===== src/rtl/day10_crt_sequencer_if.sv =====
// Pixel stream bundle between the CRT sequencer and the framebuffer writer.
// master drives pix_valid/pix_x/pix_y/pix_on; slave drives pix_ready.
interface day10_crt_sequencer_if;
    logic       pix_valid;
    logic       pix_ready;
    logic [7:0] pix_x;
    logic [7:0] pix_y;
    logic       pix_on;

    modport master (
        output pix_valid, pix_x, pix_y, pix_on,
        input  pix_ready
    );

    modport slave (
        input  pix_valid, pix_x, pix_y, pix_on,
        output pix_ready
    );
endinterface


===== src/rtl/day10_crt_sequencer.sv =====
// CRT sequencer: steps the program ROM once per accepted pixel, keeps the
// signed X register and emits one sprite-test pixel per emulated CPU cycle.
// Ports: clk, rst (async, active-high), start pulse, rom_addr/rom_data,
// screen_w/screen_h, pix (pixel handshake, master), x_reg, busy, done,
// signal_sum. Optional macro DAY10_SIGNAL_SUM_EN enables the signal-strength
// accumulator; without it signal_sum is tied to zero.
module day10_crt_sequencer #(
    parameter int ADDR_BITS  = 8,
    parameter int DATA_WIDTH = 8,
    parameter int PROG_LEN   = 240,
    parameter int X_WIDTH    = 16,
    parameter int SUM_WIDTH  = 32
) (
    input  logic                        clk,
    input  logic                        rst,
    input  logic                        start,
    output logic [ADDR_BITS-1:0]        rom_addr,
    input  logic [DATA_WIDTH-1:0]       rom_data,
    input  logic [7:0]                  screen_w,
    input  logic [7:0]                  screen_h,
    day10_crt_sequencer_if.master       pix,
    output logic signed [X_WIDTH-1:0]   x_reg,
    output logic                        busy,
    output logic                        done,
    output logic [SUM_WIDTH-1:0]        signal_sum
);

    typedef enum logic [1:0] {
        S_IDLE,
        S_RUN,
        S_DONE
    } state_t;

    localparam int CYC_BITS = ADDR_BITS + 1;
    localparam logic [ADDR_BITS-1:0] LAST_ADDR = ADDR_BITS'(PROG_LEN - 1);

    state_t state;
    state_t state_nxt;

    logic [CYC_BITS-1:0] cyc;
    logic [7:0]          pix_x_q;
    logic [7:0]          pix_y_q;
    logic                accept;
    logic                launch;
    logic                last;
    logic signed [X_WIDTH:0] diff;

    assign accept = (state == S_RUN) && pix.pix_ready;
    assign launch = start && (state != S_RUN);
    assign last   = (rom_addr == LAST_ADDR);

    always_ff @(posedge clk or posedge rst) begin
        if (rst) begin
            state <= S_IDLE;
        end else begin
            state <= state_nxt;
        end
    end

    always_comb begin
        state_nxt     = state;
        busy          = 1'b0;
        done          = 1'b0;
        pix.pix_valid = 1'b0;
        case (state)
            S_IDLE: begin
                if (start) state_nxt = S_RUN;
            end
            S_RUN: begin
                busy          = 1'b1;
                pix.pix_valid = 1'b1;
                if (accept && last) state_nxt = S_DONE;
            end
            S_DONE: begin
                done = 1'b1;
                if (start) state_nxt = S_RUN;
            end
            default: state_nxt = S_IDLE;
        endcase
    end

    always_ff @(posedge clk or posedge rst) begin
        if (rst) begin
            rom_addr <= '0;
            pix_x_q  <= '0;
            pix_y_q  <= '0;
            x_reg    <= X_WIDTH'(1);
            cyc      <= CYC_BITS'(1);
        end else if (launch) begin
            rom_addr <= '0;
            pix_x_q  <= '0;
            pix_y_q  <= '0;
            x_reg    <= X_WIDTH'(1);
            cyc      <= CYC_BITS'(1);
        end else if (accept) begin
            x_reg <= x_reg + X_WIDTH'($signed(rom_data));
            // The final entry leaves position counters on the last pixel.
            if (!last) begin
                rom_addr <= rom_addr + ADDR_BITS'(1);
                cyc      <= cyc + CYC_BITS'(1);
                if (pix_x_q == screen_w - 8'd1) begin
                    pix_x_q <= '0;
                    pix_y_q <= pix_y_q + 8'd1;
                end else begin
                    pix_x_q <= pix_x_q + 8'd1;
                end
            end
        end
    end

    // One extra bit keeps a negative or large X from wrapping into a match.
    assign diff = $signed({{(X_WIDTH - 7){1'b0}}, pix_x_q})
                - $signed({x_reg[X_WIDTH-1], x_reg});

    assign pix.pix_x  = pix_x_q;
    assign pix.pix_y  = pix_y_q;
    assign pix.pix_on = busy && ((diff == '1) ||
                                 (diff == '0) ||
                                 (diff == (X_WIDTH + 1)'(1)));

`ifdef DAY10_SIGNAL_SUM_EN
    logic                 hit;
    logic [SUM_WIDTH-1:0] prod;

    assign hit = (cyc == CYC_BITS'(20))  || (cyc == CYC_BITS'(60))  ||
                 (cyc == CYC_BITS'(100)) || (cyc == CYC_BITS'(140)) ||
                 (cyc == CYC_BITS'(180)) || (cyc == CYC_BITS'(220));

    // Low SUM_WIDTH bits of the product are correct for a negative X.
    assign prod = SUM_WIDTH'(x_reg) * SUM_WIDTH'(cyc);

    always_ff @(posedge clk or posedge rst) begin
        if (rst) begin
            signal_sum <= '0;
        end else if (launch) begin
            signal_sum <= '0;
        end else if (accept && hit) begin
            signal_sum <= signal_sum + prod;
        end
    end
`else
    logic unused_cyc;

    assign unused_cyc = ^cyc;
    assign signal_sum = '0;
`endif

    logic unused_screen_h;

    assign unused_screen_h = ^screen_h;

endmodule


===== src/flat_wrapper.sv =====
// flat-port wrapper written by rule: the top's interface ports become plain ports
module day10_crt_sequencer_flat 
#(
    parameter int ADDR_BITS  = 8,
    parameter int DATA_WIDTH = 8,
    parameter int PROG_LEN   = 240,
    parameter int X_WIDTH    = 16,
    parameter int SUM_WIDTH  = 32
)
  (clk, rst, start, rom_addr, rom_data, screen_w, screen_h, x_reg, busy, done, signal_sum, pix_pix_valid, pix_pix_x, pix_pix_y, pix_pix_on, pix_pix_ready);
  day10_crt_sequencer_if pix_i ();
  input  logic clk;
  input  logic rst;
  input  logic start;
  output logic [ADDR_BITS-1:0] rom_addr;
  input  logic [DATA_WIDTH-1:0] rom_data;
  input  logic [7:0] screen_w;
  input  logic [7:0] screen_h;
  output logic signed [X_WIDTH-1:0] x_reg;
  output logic busy;
  output logic done;
  output logic [SUM_WIDTH-1:0] signal_sum;
  output wire logic [$bits(pix_i.pix_valid)-1:0] pix_pix_valid;
  output wire logic [$bits(pix_i.pix_x)-1:0] pix_pix_x;
  output wire logic [$bits(pix_i.pix_y)-1:0] pix_pix_y;
  output wire logic [$bits(pix_i.pix_on)-1:0] pix_pix_on;
  input wire logic [$bits(pix_i.pix_ready)-1:0] pix_pix_ready;
  assign pix_pix_valid = pix_i.pix_valid;
  assign pix_pix_x = pix_i.pix_x;
  assign pix_pix_y = pix_i.pix_y;
  assign pix_pix_on = pix_i.pix_on;
  assign pix_i.pix_ready = pix_pix_ready;
  day10_crt_sequencer #(.ADDR_BITS(ADDR_BITS), .DATA_WIDTH(DATA_WIDTH), .PROG_LEN(PROG_LEN), .X_WIDTH(X_WIDTH), .SUM_WIDTH(SUM_WIDTH)) u_core (.clk(clk), .rst(rst), .start(start), .rom_addr(rom_addr), .rom_data(rom_data), .screen_w(screen_w), .screen_h(screen_h), .pix(pix_i), .x_reg(x_reg), .busy(busy), .done(done), .signal_sum(signal_sum));
endmodule

===== config.mk =====
export PLATFORM = sky130hd
export DESIGN_NAME = day10_crt_sequencer_flat
export DESIGN_NICKNAME = d
export VERILOG_FILES = /design/src/rtl/day10_crt_sequencer_if.sv /design/src/rtl/day10_crt_sequencer.sv /design/src/flat_wrapper.sv
export SDC_FILE = /design/constraint.sdc
export NUM_CORES = 1
export LEC_CHECK = 0
export CAP_MARGIN = 5
export CORE_MARGIN = 5
export CORE_UTILIZATION = 40
export CTS_BUF_LIST = sky130_fd_sc_hd__clkbuf_4 sky130_fd_sc_hd__clkbuf_8
export CTS_CLUSTER_DIAMETER = 40
export DETAILED_ROUTE_END_ITERATION = 8
export HOLD_SLACK_MARGIN = 0.05
export PLACE_DENSITY = 0.68
export SLEW_MARGIN = 30
export SYNTH_ARGS = -nofsm -noshare
export SYNTH_HDL_FRONTEND = slang
export SYNTH_SLANG_ARGS = --single-unit
export TNS_END_PERCENT = 10

===== constraint.sdc =====
create_clock -name clk -period 8.6 [get_ports clk]
set_input_delay 2.58 -clock clk [delete_from_list [all_inputs] [get_ports clk]]
set_output_delay 2.58 -clock clk [all_outputs]
set_load 0.02 [all_outputs]

==> results of run 1 <==
cell type report:
class / instances / share of cell area, %
clock inverters: 2 / 0.271
well taps: 133 / 3.61
inverters: 25 / 2.04
clock buffers: 6 / 1.79
flip-flops and latches: 42 / 22.8
repair buffers: 66 / 14.2
multi-input cells: 368 / 55.3
worst reg2reg max path, delay by kind of cell (launching register included):
| kind | cells | cell delay (ps) |
|---|---|---|
| AOI/OAI and AO/OA | 3 | 890 |
| DFF | 1 | 460 |
| adders and majority gates | 1 | 320 |
| and+or+nand+nor | 2 | 510 |
| muxes | 2 | 450 |
metrics by stage:
step	cell area, um^2	power (uW)	std cells
after CTS	4610	1420	642
after detailed placement	4510	1280	634
after global placement	4510	1260	634
final	4610	1410	642
after floorplan	4010	1020	478
after global routing	4610	1530	642
synth_stat cells (4+ instances only):
cell	n
xnor2_1	22
o22ai_1	8
nor2b_1	5
dfrtp_1	41
inv_1	25
nand3_1	12
a21o_1	7
mux2i_1	8
a211oi_1	4
o31ai_1	6
xor2_1	12
clkbuf_1	5
a21oi_1	18
nor2_1	30
o21ai_0	14
nor4_1	5
nand2_1	40
or3_1	4
o211ai_2	4
ha_1	28
nor3_1	15
buf_4	33
o2111ai_1	5
nand4_1	6
o21a_1	8
nand2b_1	10
routing by layer:
layer | global-route usage (%) | up-vias
li1 | - | 1679
met2 | 27.4 | 97
met4 | 4.78 | 0
met3 | 2.49 | 9
met5 | 0 | -
met1 | 21.6 | 1613
power groups by stage:
stage	Sequential, uW	Clock, uW	Combinational, uW
after floorplan	404	0	615
after global placement	365	0	891
after detailed placement	366	0	909
after CTS	362	143	916
after global routing	376	148	1010
final	362	139	913
worst max path at each step:
| stage | endpoint | slack, ps | depth (start not counted) | startpoint |
|---|---|---|---|---|
| 6_report | pix_pix_on | 2430 | 11 | u_core.pix.pix_x[0] |
| 5_1_grt | pix_pix_on | 2210 | 11 | u_core.pix.pix_x[0] |
| 4_1_cts | pix_pix_on | 2390 | 11 | u_core.pix.pix_x[0] |
| 3_5_place_dp | pix_pix_on | 2740 | 11 | u_core.pix.pix_x[0] |
| 3_3_place_gp | pix_pix_on | 2760 | 11 | u_core.pix.pix_x[0] |
| 2_1_floorplan | pix_pix_on | 3270 | 8 | u_core.pix.pix_x[0] |
cell families (layout without fill, tap and decap cells):
group,count (synthesis),count (layout),synth area share [%]
and+or+nand+nor,154,154,21.4
AOI/OAI and AO/OA,109,109,20.7
buffers and inverters,68,99,10.6
DFF,42,42,27.0
xor gates and xnor gates,35,35,8.07
adders and majority gates,30,30,10.0
muxes,8,8,2.06
other,1,32,0.0964
==> impl_summary.log, run 1 <==
INFO  metric crit_arrival = 3590 ps
INFO  metric synth_area_leaders = dfrtp_1 (26%), ha_1 (9.0%), buf_4 (6.4%)
INFO  metric timing.setup.critical_path_class = register to primary output
INFO  metric place.port_buffers = 63
INFO  metric antenna_cells_inserted = 0
INFO  metric fin_util = 47.8%
INFO  metric antenna_found_initial = 0
INFO  metric worst_reg2reg_startpoint = u_core.x_reg[1]
INFO  metric postSynthAreaPerCell = 8.71 um^2
INFO  metric worst_path_dominant_cell_family = compound AO/OA/AOI/OAI gates
INFO  metric post-place-ws = 2740 ps
INFO  metric route.detailed.wl_per_inst = 14.5 um
INFO  metric power.switching_fraction = 47.3%
INFO  metric relSlewSlack = 52.3%
INFO  metric setup_total_negative_slack = 0 ps
INFO  metric critical_path.max_stage_delay = 680 ps
INFO  metric internal_power = 745 uW
INFO  metric drcViolationCount = 0
INFO  metric hold_path_end = u_core.pix.pix_y[7]
INFO  metric cts_repair_resize_count = 0
INFO  metric finalCriticalPeriod = 6170 ps
INFO  metric critPathMostFrequentCell = o2111ai_1
INFO  metric finalCritPeriodShare = 71.7%
INFO  metric share_comb_of_total_power = 64.6%
INFO  metric cts_max_level = 2
INFO  metric p_sw = 668 uW
INFO  metric cts_setup_buffers = 0
INFO  metric top_layer_used = met4
INFO  metric synthArstFlopShare = 100%
INFO  metric vias = 3398
INFO  metric clock_skew = 7.75 ps
INFO  metric max-clock-path-buffers = 2
INFO  metric final-setup-viol-count = 0
INFO  metric clk_root_buffer_cell = clkbuf_8
INFO  metric postRouteAntennaNets = 0
INFO  metric report.final.hold_viol_count = 0
INFO  metric post-synth-top-area-fraction = 26.4%
INFO  metric grt_max_degree = 43
INFO  metric synth_edf_count = 0
INFO  metric detailed_place_hpwl = 7150 um
INFO  metric synth.cell_area = 0.00389 mm^2
INFO  metric power.density_cell_area = 307 mW/mm^2
INFO  metric yosysSeqAreaShare = 27.0%
INFO  metric grt_pass1_vias = 3350
INFO  metric synth.largest_area_cell = dfrtp_1
INFO  metric drt-met1-wl = 4270 um
INFO  metric clk-insertion-delay-late = 300 ps
INFO  metric numClockSinks = 42
INFO  metric ys_dominant_reg_cell = dfrtp_1
INFO  metric critical_path.cell_chain = inv_1 -> ha_1 -> fa_1 -> nor2b_1 -> o2111ai_1 -> a31oi_1 -> o2111ai_1 -> nand3_1 -> o2111ai_1 -> o32ai_1 -> clkdlybuf4s50_1
INFO  metric number_of_cell_instances_on_the_worst_register_to_register_path = 8
INFO  metric crit_buf_inv = 2
INFO  metric n_fill_cell = 950
INFO  metric slew_viol_final = 0
INFO  metric num_io_pins = 104
INFO  metric grt_overflow = 0
INFO  metric globalplace.congestion = 0.804
INFO  metric area.growth.synth_to_final = 18.5%
INFO  metric holdWs = 492 ps
INFO  metric crit-reg2reg-capture = u_core.x_reg[15]
INFO  metric final_cell_mix = clkdlybuf4s50_1 (63), dfrtp_1 (41), nand2_1 (40), conb_1 (32), nor2_1 (30)
INFO  metric synth-seq-cells = 42
INFO  metric holdBufCountCts = 0
INFO  metric start_util = 40.4%
INFO  metric clk_pin_slew_worst_paths = 90 ps
INFO  metric crit_path_start_kind = register
INFO  metric die_height = 109 um
INFO  metric largest_register_ffs = 16
INFO  metric setup_slack = 2430 ps
INFO  metric numCtsBuffers = 5
INFO  metric status = completed
INFO  metric total_leakage_power = 0.00194 uW
INFO  metric cts_tree = built
INFO  metric fp.coreArea = 0.00964 mm^2
INFO  metric die_area = 0.0118 mm^2
INFO  metric end_kind = primary output
INFO  metric syn_inst = 447
INFO  metric share_clk_of_total_power = 9.8%
INFO  metric routed-wl-met2 = 4290 um
INFO  metric synth_cell_type_count = 80
INFO  metric met3WireLength = 616 um
INFO  metric routed_wirelength = 9300 um
INFO  metric cap_violations = 0
INFO  metric multiInputGateArea = 0.00255 mm^2
INFO  metric worst-slew-pin-transition = 713 ps
INFO  metric layout.nets = 566
INFO  metric worst-endpoint-required = 6020 ps
INFO  metric share_seq_of_total_power = 25.6%
INFO  metric die_width = 109 um
INFO  metric seqCellArea = 0.00105 mm^2
INFO  metric worst_path_max_fanout = 6
INFO  metric rsz0062_at_grt = false
INFO  metric grt_use_total = 16.3%
INFO  metric class_of_the_most_critical_hold_timing_path = register to register
INFO  metric detail_route.vias_per_cell = 5.29
INFO  metric crit_slowest_cell = clkdlybuf4s50_1
INFO  metric grt_pass1_wl = 15800 um
INFO  metric final_layout_size_suffix_gt1_share = 7.27%
INFO  metric vdd_ir_drop_max = 0.106 mV
INFO  metric final_common_cell = clkdlybuf4s50_1
INFO  metric reg2reg_slack = 5900 ps
INFO  metric first_pass_iters = 4
INFO  metric yosys_warnings = 0
INFO  metric fmaxAchievable = 162 MHz
INFO  metric core.rowCount = 36
INFO  metric drt_iter0_markers = 178
INFO  metric hold_path_cell_cnt = 1
INFO  metric launch_instance_of_the_worst_min_delay_path = u_core.pix.pix_y[7]
No activity file was read; power rests on OpenSTA's default activity.
==> run 2, diff against run 1 <==
--- a/config.mk
+++ b/config.mk
@@ -12,7 +12,7 @@
 export CTS_CLUSTER_DIAMETER = 40
 export DETAILED_ROUTE_END_ITERATION = 8
 export HOLD_SLACK_MARGIN = 0.05
-export PLACE_DENSITY = 0.68
+export PLACE_DENSITY = 0.71
 export SLEW_MARGIN = 30
 export SYNTH_ARGS = -nofsm -noshare
 export SYNTH_HDL_FRONTEND = slang
==> constraint.sdc (replaced) <==
create_clock -name clk -period 5.1 [get_ports clk]
set_input_delay 1.53 -clock clk [delete_from_list [all_inputs] [get_ports clk]]
set_output_delay 1.53 -clock clk [all_outputs]
set_load 0.02 [all_outputs]
==> run 2 against run 1 <==
Global-route usage is 0.48 points higher. Register-to-register slack worse by 3600 ps. Total power rose by 73%. Clock power increased by 100%. First-iteration DRC count down 30%. Wire length up 4.1%. Cell count up 0.16%. Sequential share of layout area decreased by 0.15 points. Worst hold slack better by 7.0 ps. Utilization rose by 0.32 points. Critical endpoint unchanged.
==> impl_summary.log, run 2 (synthesized netlist as in run 1, its figures left out) <==
INFO  metric setup_slack = 251 ps
INFO  metric largest_register_ffs = 16
INFO  metric worst-endpoint-required = 3570 ps
INFO  metric num_io_pins = 104
INFO  metric die_area = 0.0118 mm^2
INFO  metric layout.nets = 567
INFO  metric crit_path_start_kind = register
INFO  metric first_pass_iters = 4
INFO  metric globalplace.congestion = 0.825
INFO  metric relSlewSlack = 52.2%
INFO  metric final_common_cell = clkdlybuf4s50_1
INFO  metric route.detailed.wl_per_inst = 15.1 um
INFO  metric cts_max_level = 2
INFO  metric antenna_cells_inserted = 0
INFO  metric routed_wirelength = 9680 um
INFO  metric antenna_found_initial = 0
INFO  metric clk-insertion-delay-late = 310 ps
INFO  metric place.port_buffers = 63
INFO  metric slew_viol_final = 0
INFO  metric timing.setup.critical_path_class = register to primary output
INFO  metric report.final.hold_viol_count = 0
INFO  metric final_cell_mix = clkdlybuf4s50_1 (62), dfrtp_1 (41), nand2_1 (40), conb_1 (32), nor2_1 (30)
INFO  metric fmaxAchievable = 206 MHz
INFO  metric fp.coreArea = 0.00964 mm^2
INFO  metric die_width = 109 um
INFO  metric vias = 3437
INFO  metric core.rowCount = 36
INFO  metric grt_pass1_vias = 3340
INFO  metric postRouteAntennaNets = 0
INFO  metric drt_iter0_markers = 124
INFO  metric crit_arrival = 3320 ps
INFO  metric total_leakage_power = 0.00195 uW
INFO  metric numCtsBuffers = 5
INFO  metric drcViolationCount = 0
INFO  metric vdd_ir_drop_max = 0.215 mV
INFO  metric critical_path.cell_chain = inv_1 -> ha_1 -> fa_1 -> nor2b_1 -> o2111ai_1 -> nand3b_1 -> xor2_1 -> nor4b_1 -> o2111ai_1 -> o32ai_1 -> dlygate4sd2_1
INFO  metric status = completed
INFO  metric clock_skew = 9.47 ps
INFO  metric final_layout_size_suffix_gt1_share = 7.65%
INFO  metric clk_root_buffer_cell = clkbuf_8
INFO  metric post-place-ws = 291 ps
INFO  metric worst_path_max_fanout = 6
INFO  metric area.growth.synth_to_final = 19.3%
INFO  metric finalCriticalPeriod = 4850 ps
INFO  metric setup_total_negative_slack = 0 ps
INFO  metric end_kind = primary output
INFO  metric cts_tree = built
INFO  metric rsz0062_at_grt = false
INFO  metric start_util = 40.4%
INFO  metric worst-slew-pin-transition = 716 ps
INFO  metric numClockSinks = 42
INFO  metric detailed_place_hpwl = 7470 um
INFO  metric cap_violations = 0
INFO  metric final-setup-viol-count = 0
INFO  metric critPathMostFrequentCell = o2111ai_1
INFO  metric grt_overflow = 0
INFO  metric die_height = 109 um
INFO  metric class_of_the_most_critical_hold_timing_path = register to register
INFO  metric grt_use_total = 16.8%
INFO  metric clk_pin_slew_worst_paths = 90 ps
INFO  metric crit_slowest_cell = dfrtp_1
INFO  metric finalCritPeriodShare = 95.1%
INFO  metric max-clock-path-buffers = 2
INFO  metric detail_route.vias_per_cell = 5.35
INFO  metric power.density_cell_area = 528 mW/mm^2
INFO  metric grt_max_degree = 26
INFO  metric critical_path.max_stage_delay = 480 ps
INFO  metric n_fill_cell = 970
INFO  metric grt_pass1_wl = 15900 um
run 2: cell types whose count changed in the layout (fill, tap and decap cells not counted):
cell / change
a31oi_2: +1
a31oi_1: -1
clkdlybuf4s50_1: -1
dlygate4sd2_1: +1
bufinv_16: +1
clkbuf_4: +1
clkbuf_8: -1
clkinv_2: -1
buf_4: +1
run 2: area by class of cell:
| class | instances | area [um^2] | share of cell area (%) |
|---|---|---|---|
| clock buffer | 6 | 76.3 | 1.64 |
| clock inverter | 2 | 37.5 | 0.809 |
| inverter | 25 | 93.8 | 2.02 |
| multi-input combinational | 368 | 2550 | 55.1 |
| sequential | 42 | 1050 | 22.7 |
| tap | 133 | 166 | 3.59 |
| timing repair buffer | 67 | 659 | 14.2 |
run 2: per-layer routing:
metal,track usage (%),vias to the layer above,routed length (um)
li1,-,1685,-
met1,21.4,1648,4330
met2,28.5,94,4650
met3,3.20,10,582
met4,5.59,0,123
met5,0,-,0
run 2: where the power goes:
group / total [uW] / switching [uW] / internal [uW]
sequential: 610 / 175 / 435
combinational: 1560 / 844 / 717
clock: 278 / 126 / 152
total: 2450 / 1140 / 1300
run 2: critical path: cells and delay by family, from the launching register on:
kind / cells / cell delay [ps]
xor gates and xnor gates: 1 / 90
adders and majority gates: 2 / 640
buffers and inverters: 2 / 510
and+or+nand+nor: 3 / 720
AOI/OAI and AO/OA: 3 / 560
DFF: 1 / 480
run 2: final timing paths:
check	from	endpoint	slack [ps]	cells past startpoint
worst min-delay path	u_core.pix.pix_y[7]	u_core.pix.pix_y[7]	500	1
worst max-delay path	u_core.pix.pix_x[0]	pix_pix_on	250	11
worst max register to register	u_core.x_reg[0]	u_core.x_reg[14]	2330	10
min in group asynchronous	rst	u_core.x_reg[7]	1640	2
max in group asynchronous	rst	u_core.pix.pix_x[7]	2660	3
worst min register to register	u_core.pix.pix_y[7]	u_core.pix.pix_y[7]	500	1
run 2: what timing repair did:
action	CTS	global route
endpoints found under the setup margin	1	0
hold buffers	0	0
buffers inserted	0	0
resized for setup	2	0
run 2: per-stage QoR:
| stage | instances | utilization, % | total power, uW | hold WS [ps] | area, um^2 |
|---|---|---|---|---|---|
| after floorplan | 478 | - | 1720 | 474 | 4010 |
| after global placement | 635 | 46.9 | 2110 | 463 | 4520 |
| after detailed placement | 635 | 46.9 | 2160 | 477 | 4520 |
| after CTS | 643 | 48.1 | 2450 | 495 | 4640 |
| after global routing | 643 | 48.1 | 2650 | 536 | 4640 |
| final | 643 | 48.1 | 2450 | 499 | 4640 |
==> run 3, diff against run 2 <==
--- a/config.mk
+++ b/config.mk
@@ -5,11 +5,13 @@
 export SDC_FILE = /design/constraint.sdc
 export NUM_CORES = 1
 export LEC_CHECK = 0
+export ABC_CLOCK_PERIOD_IN_PS = 5100
 export CAP_MARGIN = 5
 export CORE_MARGIN = 5
 export CORE_UTILIZATION = 40
 export CTS_BUF_LIST = sky130_fd_sc_hd__clkbuf_4 sky130_fd_sc_hd__clkbuf_8
 export CTS_CLUSTER_DIAMETER = 40
+export CTS_CLUSTER_SIZE = 10
 export DETAILED_ROUTE_END_ITERATION = 8
 export HOLD_SLACK_MARGIN = 0.05
 export PLACE_DENSITY = 0.71
==> results of run 3 <==
Final layout, timing and power as in run 2 (identical DEF).
